**config.mk**
```make
export PLATFORM = sky130hd
export DESIGN_NAME = registro_desp_nb_flat
export DESIGN_NICKNAME = d
export VERILOG_FILES = /design/src/rtl/registro_desp_nb_pkg.sv /design/src/rtl/registro_desp_nb_if.sv /design/src/rtl/contador_desc_nb.sv /design/src/rtl/registro_desp_nb.sv /design/src/flat_wrapper.sv
export SDC_FILE = /design/constraint.sdc
export NUM_CORES = 1
export LEC_CHECK = 0
export ABC_CLOCK_PERIOD_IN_PS = 2400
export CORE_AREA = 2 2 44 54
export DETAILED_ROUTE_END_ITERATION = 12
export DIE_AREA = 0 0 46 56
export PLACE_DENSITY = 0.8
export SLEW_MARGIN = 20
export SYNTH_ARGS = -nofsm -noshare
export SYNTH_HDL_FRONTEND = slang
export SYNTH_HIERARCHICAL = 1
export SYNTH_SLANG_ARGS = --single-unit
```
**constraint.sdc**
```tcl
create_clock -name CLK -period 2.4 [get_ports CLK]
set_input_delay 0.48 -clock CLK [delete_from_list [all_inputs] [get_ports CLK]]
set_output_delay 0.48 -clock CLK [all_outputs]
set_load 0.01 [all_outputs]
```
**src/rtl/registro_desp_nb_pkg.sv**
```systemverilog
// rtl/registro_desp_nb_pkg.sv - shared state encoding and width helper
// Purpose: state constants for the shift FSM and a constant-foldable
//          ceil(log2) used to size the bit counter (CW = CLOG2(WIDTH+1)).
package registro_desp_nb_pkg;

  localparam logic ST_IDLE  = 1'b0;
  localparam logic ST_SHIFT = 1'b1;

  typedef enum logic {
    IDLE  = ST_IDLE,
    SHIFT = ST_SHIFT
  } state_t;

  // Smallest r with 2**r >= value; the loop bound covers every legal WIDTH.
  function automatic int CLOG2(input int value);
    int result;
    result = 0;
    for (int i = 0; i < 16; i++) begin
      if ((1 << i) < value) result = i + 1;
    end
    return result;
  endfunction

endpackage

```
**src/rtl/registro_desp_nb_if.sv**
```systemverilog
// rtl/registro_desp_nb_if.sv - load/shift/status bundle for the serialiser
// Purpose: groups the load handshake, shift/abort controls and status outputs.
// master: drives din, load_valid, shift_en, abort; observes the rest.
// slave : the shift register itself.
interface registro_desp_nb_if #(
  parameter int WIDTH = 8
) ();
  import registro_desp_nb_pkg::*;

  localparam int CW = CLOG2(WIDTH + 1);

  logic [WIDTH-1:0] din;
  logic             load_valid;
  logic             load_ready;
  logic             shift_en;
  logic             abort;
  logic [WIDTH-1:0] dout;
  logic             sout;
  logic             busy;
  logic [CW-1:0]    count;
  logic             done;

  modport master (
    output din, load_valid, shift_en, abort,
    input  load_ready, dout, sout, busy, count, done
  );

  modport slave (
    input  din, load_valid, shift_en, abort,
    output load_ready, dout, sout, busy, count, done
  );

endinterface

```
**src/rtl/contador_desc_nb.sv**
```systemverilog
// rtl/contador_desc_nb.sv - saturating down-counter with sync load
// Purpose: holds the bits-remaining count of the serialiser.
// Ports: CLK, RST_N (sync, active low); clr, load, dec controls
//        (priority clr > load > dec); load_val; count; zero (count==0);
//        last (count==1, i.e. the next decrement finishes the word).
module contador_desc_nb #(
  parameter int CW = 4
) (
  input  logic          CLK,
  input  logic          RST_N,
  input  logic          clr,
  input  logic          load,
  input  logic          dec,
  input  logic [CW-1:0] load_val,
  output logic [CW-1:0] count,
  output logic          zero,
  output logic          last
);

  logic [CW-1:0] cnt_q;

  always_ff @(posedge CLK) begin
    if (!RST_N) begin
      cnt_q <= '0;
    end else if (clr) begin
      cnt_q <= '0;
    end else if (load) begin
      cnt_q <= load_val;
    end else if (dec && (cnt_q != '0)) begin
      // Saturate at zero so the count can never wrap.
      cnt_q <= cnt_q - CW'(1);
    end
  end

  assign count = cnt_q;
  assign zero  = (cnt_q == '0);
  assign last  = (cnt_q == CW'(1));

endmodule

```
**src/rtl/registro_desp_nb.sv**
```systemverilog
// rtl/registro_desp_nb.sv - parallel-load / serial-shift register with handshake
// Purpose: accepts a WIDTH-bit symbol pattern and emits it one bit per
//          shift_en strobe, with a one-cycle done pulse after the last bit.
// Ports: CLK, RST_N (sync, active low); bus (slave modport) carrying
//        din/load_valid/load_ready, shift_en, abort, dout, sout, busy,
//        count and done.
module registro_desp_nb
  import registro_desp_nb_pkg::*;
#(
  parameter int   WIDTH     = 8,
  parameter bit   MSB_FIRST = 1'b1,
  parameter logic FILL      = 1'b0
) (
  input logic               CLK,
  input logic               RST_N,
  registro_desp_nb_if.slave bus
);

  localparam int CW = CLOG2(WIDTH + 1);

  state_t           state;
  logic [WIDTH-1:0] dout_q;
  logic [WIDTH-1:0] shifted;
  logic             done_q;
  logic             load_go;
  logic             shift_go;
  logic             cnt_zero;
  logic             cnt_last;

  // Abort outranks load and shift, so it gates both strobes to the counter.
  assign load_go  = (state == IDLE)  && bus.load_valid && !bus.abort;
  assign shift_go = (state == SHIFT) && bus.shift_en && !bus.abort && !cnt_zero;

  always_comb begin
    shifted = dout_q;
    if (MSB_FIRST) shifted = {dout_q[WIDTH-2:0], FILL};
    else           shifted = {FILL, dout_q[WIDTH-1:1]};
  end

  contador_desc_nb #(
    .CW (CW)
  ) u_contador (
    .CLK      (CLK),
    .RST_N    (RST_N),
    .clr      (bus.abort),
    .load     (load_go),
    .dec      (shift_go),
    .load_val (CW'(WIDTH)),
    .count    (bus.count),
    .zero     (cnt_zero),
    .last     (cnt_last)
  );

  always_ff @(posedge CLK) begin
    if (!RST_N) begin
      state  <= IDLE;
      dout_q <= '0;
      done_q <= 1'b0;
    end else if (bus.abort) begin
      state  <= IDLE;
      dout_q <= '0;
      done_q <= 1'b0;
    end else begin
      done_q <= 1'b0;
      case (state)
        IDLE: begin
          if (bus.load_valid) begin
            dout_q <= bus.din;
            state  <= SHIFT;
          end
        end
        SHIFT: begin
          if (shift_go) begin
            dout_q <= shifted;
            // The shift consuming the final bit closes the word.
            if (cnt_last) begin
              state  <= IDLE;
              done_q <= 1'b1;
            end
          end
        end
        default: state <= IDLE;
      endcase
    end
  end

  assign bus.dout       = dout_q;
  assign bus.done       = done_q;
  assign bus.busy       = (state == SHIFT);
  assign bus.load_ready = (state == IDLE);
  assign bus.sout       = (state == SHIFT) ? (MSB_FIRST ? dout_q[WIDTH-1] : dout_q[0]) : FILL;

endmodule

```
**src/flat_wrapper.sv**
```systemverilog
// flat-port wrapper written by rule: the top's interface ports become plain ports
module registro_desp_nb_flat import registro_desp_nb_pkg::*;
#(
  parameter int   WIDTH     = 8,
  parameter bit   MSB_FIRST = 1'b1,
  parameter logic FILL      = 1'b0
)
  (CLK, RST_N, bus_din, bus_load_valid, bus_shift_en, bus_abort, bus_load_ready, bus_dout, bus_sout, bus_busy, bus_count, bus_done);
  registro_desp_nb_if #(.WIDTH(WIDTH)) bus_i ();
  input logic CLK;
  input logic RST_N;
  input wire logic [$bits(bus_i.din)-1:0] bus_din;
  input wire logic [$bits(bus_i.load_valid)-1:0] bus_load_valid;
  input wire logic [$bits(bus_i.shift_en)-1:0] bus_shift_en;
  input wire logic [$bits(bus_i.abort)-1:0] bus_abort;
  output wire logic [$bits(bus_i.load_ready)-1:0] bus_load_ready;
  output wire logic [$bits(bus_i.dout)-1:0] bus_dout;
  output wire logic [$bits(bus_i.sout)-1:0] bus_sout;
  output wire logic [$bits(bus_i.busy)-1:0] bus_busy;
  output wire logic [$bits(bus_i.count)-1:0] bus_count;
  output wire logic [$bits(bus_i.done)-1:0] bus_done;
  assign bus_i.din = bus_din;
  assign bus_i.load_valid = bus_load_valid;
  assign bus_i.shift_en = bus_shift_en;
  assign bus_i.abort = bus_abort;
  assign bus_load_ready = bus_i.load_ready;
  assign bus_dout = bus_i.dout;
  assign bus_sout = bus_i.sout;
  assign bus_busy = bus_i.busy;
  assign bus_count = bus_i.count;
  assign bus_done = bus_i.done;
  registro_desp_nb #(.WIDTH(WIDTH), .MSB_FIRST(MSB_FIRST), .FILL(FILL)) u_core (.CLK(CLK), .RST_N(RST_N), .bus(bus_i));
endmodule
```
==> results.sh, run 1 <==
export IMPL_finalSetupViolCount=0
export IMPL_hold_start="u_core/bus.dout[0]"
export IMPL_hold_violations=0
export IMPL_setup_tns_ps=0
export IMPL_pwr_share_seq_pct=48.0
export IMPL_reg2reg_from="u_core/u_contador/count[0]"
export IMPL_grt_pass1_vias=750
export IMPL_die_area_mm2=0.002576
export IMPL_yosysTopAreaCell="dfxtp_1"
export IMPL_nFillCells=194
export IMPL_finalCriticalPeriod_ps=2083
export IMPL_rsz0062_at_grt="false"
export IMPL_critical_path_class="reg -> reg"
export IMPL_critPathLaunchType="register"
export IMPL_synthArstFlopShare_pct=0
export IMPL_crit_path_end_kind="register"
export IMPL_maxSlewHeadroom_pct=64.19
export IMPL_min_period_over_period_pct=86.78
export IMPL_final_seq_area_um2=280.3
export IMPL_initial_utilization_pct=40.74
export IMPL_place_hpwl_um=1426
export IMPL_numPortBuffers=28
export IMPL_antenna_found_initial=0
export IMPL_syn_area_um2=825.8
export IMPL_dp_cells=133
export IMPL_required_ps=2560
export IMPL_grt_pass1_wl_um=2973
export IMPL_synthAdderAreaFrac_pct=3.030
export IMPL_ys_seq_area_share_pct=33.94
export IMPL_postCtsHoldBufs=0
export IMPL_drt_first_iter_violations=4
export IMPL_p_total_w=0.0005205
export IMPL_die_x_um=46
export IMPL_timing_fmax_mhz=480.1
export IMPL_multi_input_comb_area_um2=486.7
export IMPL_synth_top_family_by_area="simple AND/OR/NAND/NOR gates"
export IMPL_muxShareOfSynthArea_pct=8.485
export IMPL_p_leak_nw=0.4073
export IMPL_grt_use_total_pct=14.69
export IMPL_synthToLayoutAreaGrowth_pct=39.39
export IMPL_drc_errors=0
export IMPL_cts_inserted_buffers=3
export IMPL_synth_xor_area_share_pct=0
export IMPL_ant_nets=0
export IMPL_clk_pin_slew_ps=80
export IMPL_synthSimpleGateAreaFrac_pct=23.48
export IMPL_antenna_cells=0
export IMPL_cts_sinks=14
export IMPL_dr_total_vias=708
export IMPL_status="complete, no violations"
export IMPL_p_int_w=0.0003922
export IMPL_worst_slew_pin_slew_ps=536.0
export IMPL_whs_endpoint="u_core/bus.dout[0]"
export IMPL_yosys_warnings=6
export IMPL_switching_share_pct=24.65
export IMPL_yosysUniqueCellTypes=36
export IMPL_power_frac_comb_pct=21.1
export IMPL_hold_path_depth=2
export IMPL_rr_endpoint="u_core/u_contador/count[2]"
export IMPL_die_h_um=56
export IMPL_r2r_cells=7
export IMPL_netlist_instances=86
export IMPL_postCtsSetupBuffers=0
export IMPL_cpPeakStageDelay_ps=470
export IMPL_reg2reg_slack_ps=320
export IMPL_drtPass1Iterations=4
export IMPL_cts_tree="yes"
export IMPL_wl_per_cell_um=13.06
export IMPL_synth_edf_count=0
export IMPL_critPathMaxFanout=18
export IMPL_arrival_ps=2240
export IMPL_grt_start_max_net_pins=19
export IMPL_synth_compound_area_share_pct=22.12
export IMPL_cts_resized=0
export IMPL_nNetsFinal=133
export IMPL_synth_top_area_share_pct=33.94
export IMPL_ys_ff_latch=14
export IMPL_core_mm2=0.002027
export IMPL_gp_congestion=0.7348
export IMPL_synth_flop_cell="dfxtp_1"
export IMPL_rows=18
export IMPL_worstPathCellList="inv_1 -> ha_1 -> or3b_4 -> clkinv_4 -> and4bb_4 -> a21boi_0 -> o311a_1"
export IMPL_fin_cells=137
export IMPL_grt_overflow=0
export IMPL_drv_cap=0
export IMPL_ios=29
export IMPL_netlist_top_cells_area="dfxtp_1, a211oi_2, mux2i_1, nor3_1, ha_1"
export IMPL_syn_avg_cell_area_um2=9.602
export IMPL_crit_slowest_cell="and4bb_4"
export IMPL_drt_total_wl_um=1789
export IMPL_p_per_area_mw_per_mm2=452.1
export IMPL_drive_gt1_share_pct=16.24
export IMPL_skew_ps=1.187
export IMPL_insertion_delay_ps=260
export IMPL_h_tree_depth=1
export IMPL_peakVddDrop_v=0.0003041
export IMPL_clkPwrFrac_pct=30.9
export IMPL_drv_slew=0
export IMPL_p_sw_w=0.0001283
export IMPL_cts_max_path_buffers=2
export IMPL_drt_vias_per_instance=5.168
export IMPL_min_path_type="reg -> reg"
export IMPL_cts_root_buf="clkbuf_4"
==> sequential cells by signal, summed over array words and instances, names as in the netlist <==
signal                   count
u_core/bus.dout              8
u_core/u_contador/count      4
u_core/bus.busy              1
u_core/bus.done              1
==> area by class of cell <==
class                           instances  area share, %
Tap cell                               20          2.174
Timing Repair Buffer                   30          25.65
Sequential cell                        14          24.35
Multi-Input combinational cell         63          42.28
Inverter                                6          2.391
Clock buffer                            4          3.152
==> critical path, delay by kind of cell, from the launching register on <==
kind	cells	cell delay, ps
and+or+nand+nor	2	740
DFF	1	450
adders and majority gates	1	220
AOI/OAI and AO/OA	2	410
buffers and inverters	2	150
==> logic make-up (layout without fill, tap and decap cells) <==
family	after synthesis	after routing
compound gates	19	19
fa+ha+maj	2	2
buf+inv	11	40
flops	14	14
mux	7	7
other cells	2	4
simple gates	31	31
==> layer usage <==
layer | global-route usage, % | wire length, µm
met5 | 0 | 0
met4 | 2.449 | 0
met3 | 3.896 | 110
met2 | 27.78 | 951
met1 | 15.29 | 727
==> worst max path at each step <==
stage / slack, ps / cells past startpoint / endpoint / from
5_1_grt: 190 / 7 / u_core/u_contador/count[2] / u_core/u_contador/count[0]
4_1_cts: 290 / 7 / u_core/u_contador/count[2] / u_core/u_contador/count[0]
3_3_place_gp: 410 / 7 / u_core/u_contador/count[2] / u_core/u_contador/count[0]
6_report: 320 / 7 / u_core/u_contador/count[2] / u_core/u_contador/count[0]
3_5_place_dp: 320 / 7 / u_core/u_contador/count[2] / u_core/u_contador/count[0]
2_1_floorplan: 410 / 8 / u_core/u_contador/count[2] / u_core/u_contador/count[0]
==> through the flow <==
| step | instance area (µm²) | setup WS (ps) | hold slack (ps) | util [%] |
|---|---|---|---|---|
| 2_1_floorplan | 833.3 | 413.3 | 514.7 | - |
| 3_3_place_gp | 1115 | 407.1 | 502.5 | 55.00 |
| 3_5_place_dp | 1115 | 320.1 | 509.4 | 55.00 |
| 4_1_cts | 1151 | 293.3 | 524.2 | 56.79 |
| 5_1_grt | 1151 | 194.4 | 553.2 | 56.79 |
| 6_report | 1151 | 317.3 | 514.4 | 56.79 |
==> synthesized netlist by cell type (all sizes together), types with 3 or more instances <==
library cell,number
a211oi,8
buf,3
dfxtp,14
inv,5
mux2i,7
nand2b,4
nand3,4
nor2,4
nor3,7
==> layout by cell type, fill, tap and decap left out, types with 2 or more instances in the layout <==
cell type	n
buf_4	2
nand3_1	4
nor2b_1	2
inv_1	5
nor3_1	7
ha_1	2
nor2_1	4
a21oi_1	2
nand2b_1	3
clkbuf_4	3
nor3b_1	2
dfxtp_1	14
o2111ai_1	2
mux2i_1	7
conb_1	4
clkdlybuf4s50_1	28
a211oi_2	7
==> power groups by stage <==
stage | sequential (W) | combinational (W) | clock (W)
2_1_floorplan | 0.000257 | 0.0000605 | 0
3_3_place_gp | 0.000255 | 0.000107 | 0
3_5_place_dp | 0.000255 | 0.000111 | 0
5_1_grt | 0.000252 | 0.000119 | 0.000179
4_1_cts | 0.000250 | 0.000111 | 0.000168
6_report | 0.000250 | 0.000110 | 0.000161
No activity file was read; power rests on OpenSTA's default activity.
==> run 2: changes to the inputs <==
Settings changed: SLEW_MARGIN 20 to unset.
==> results of run 2 <==
Same layout as run 1: the final DEF is identical, and so are final timing and power.
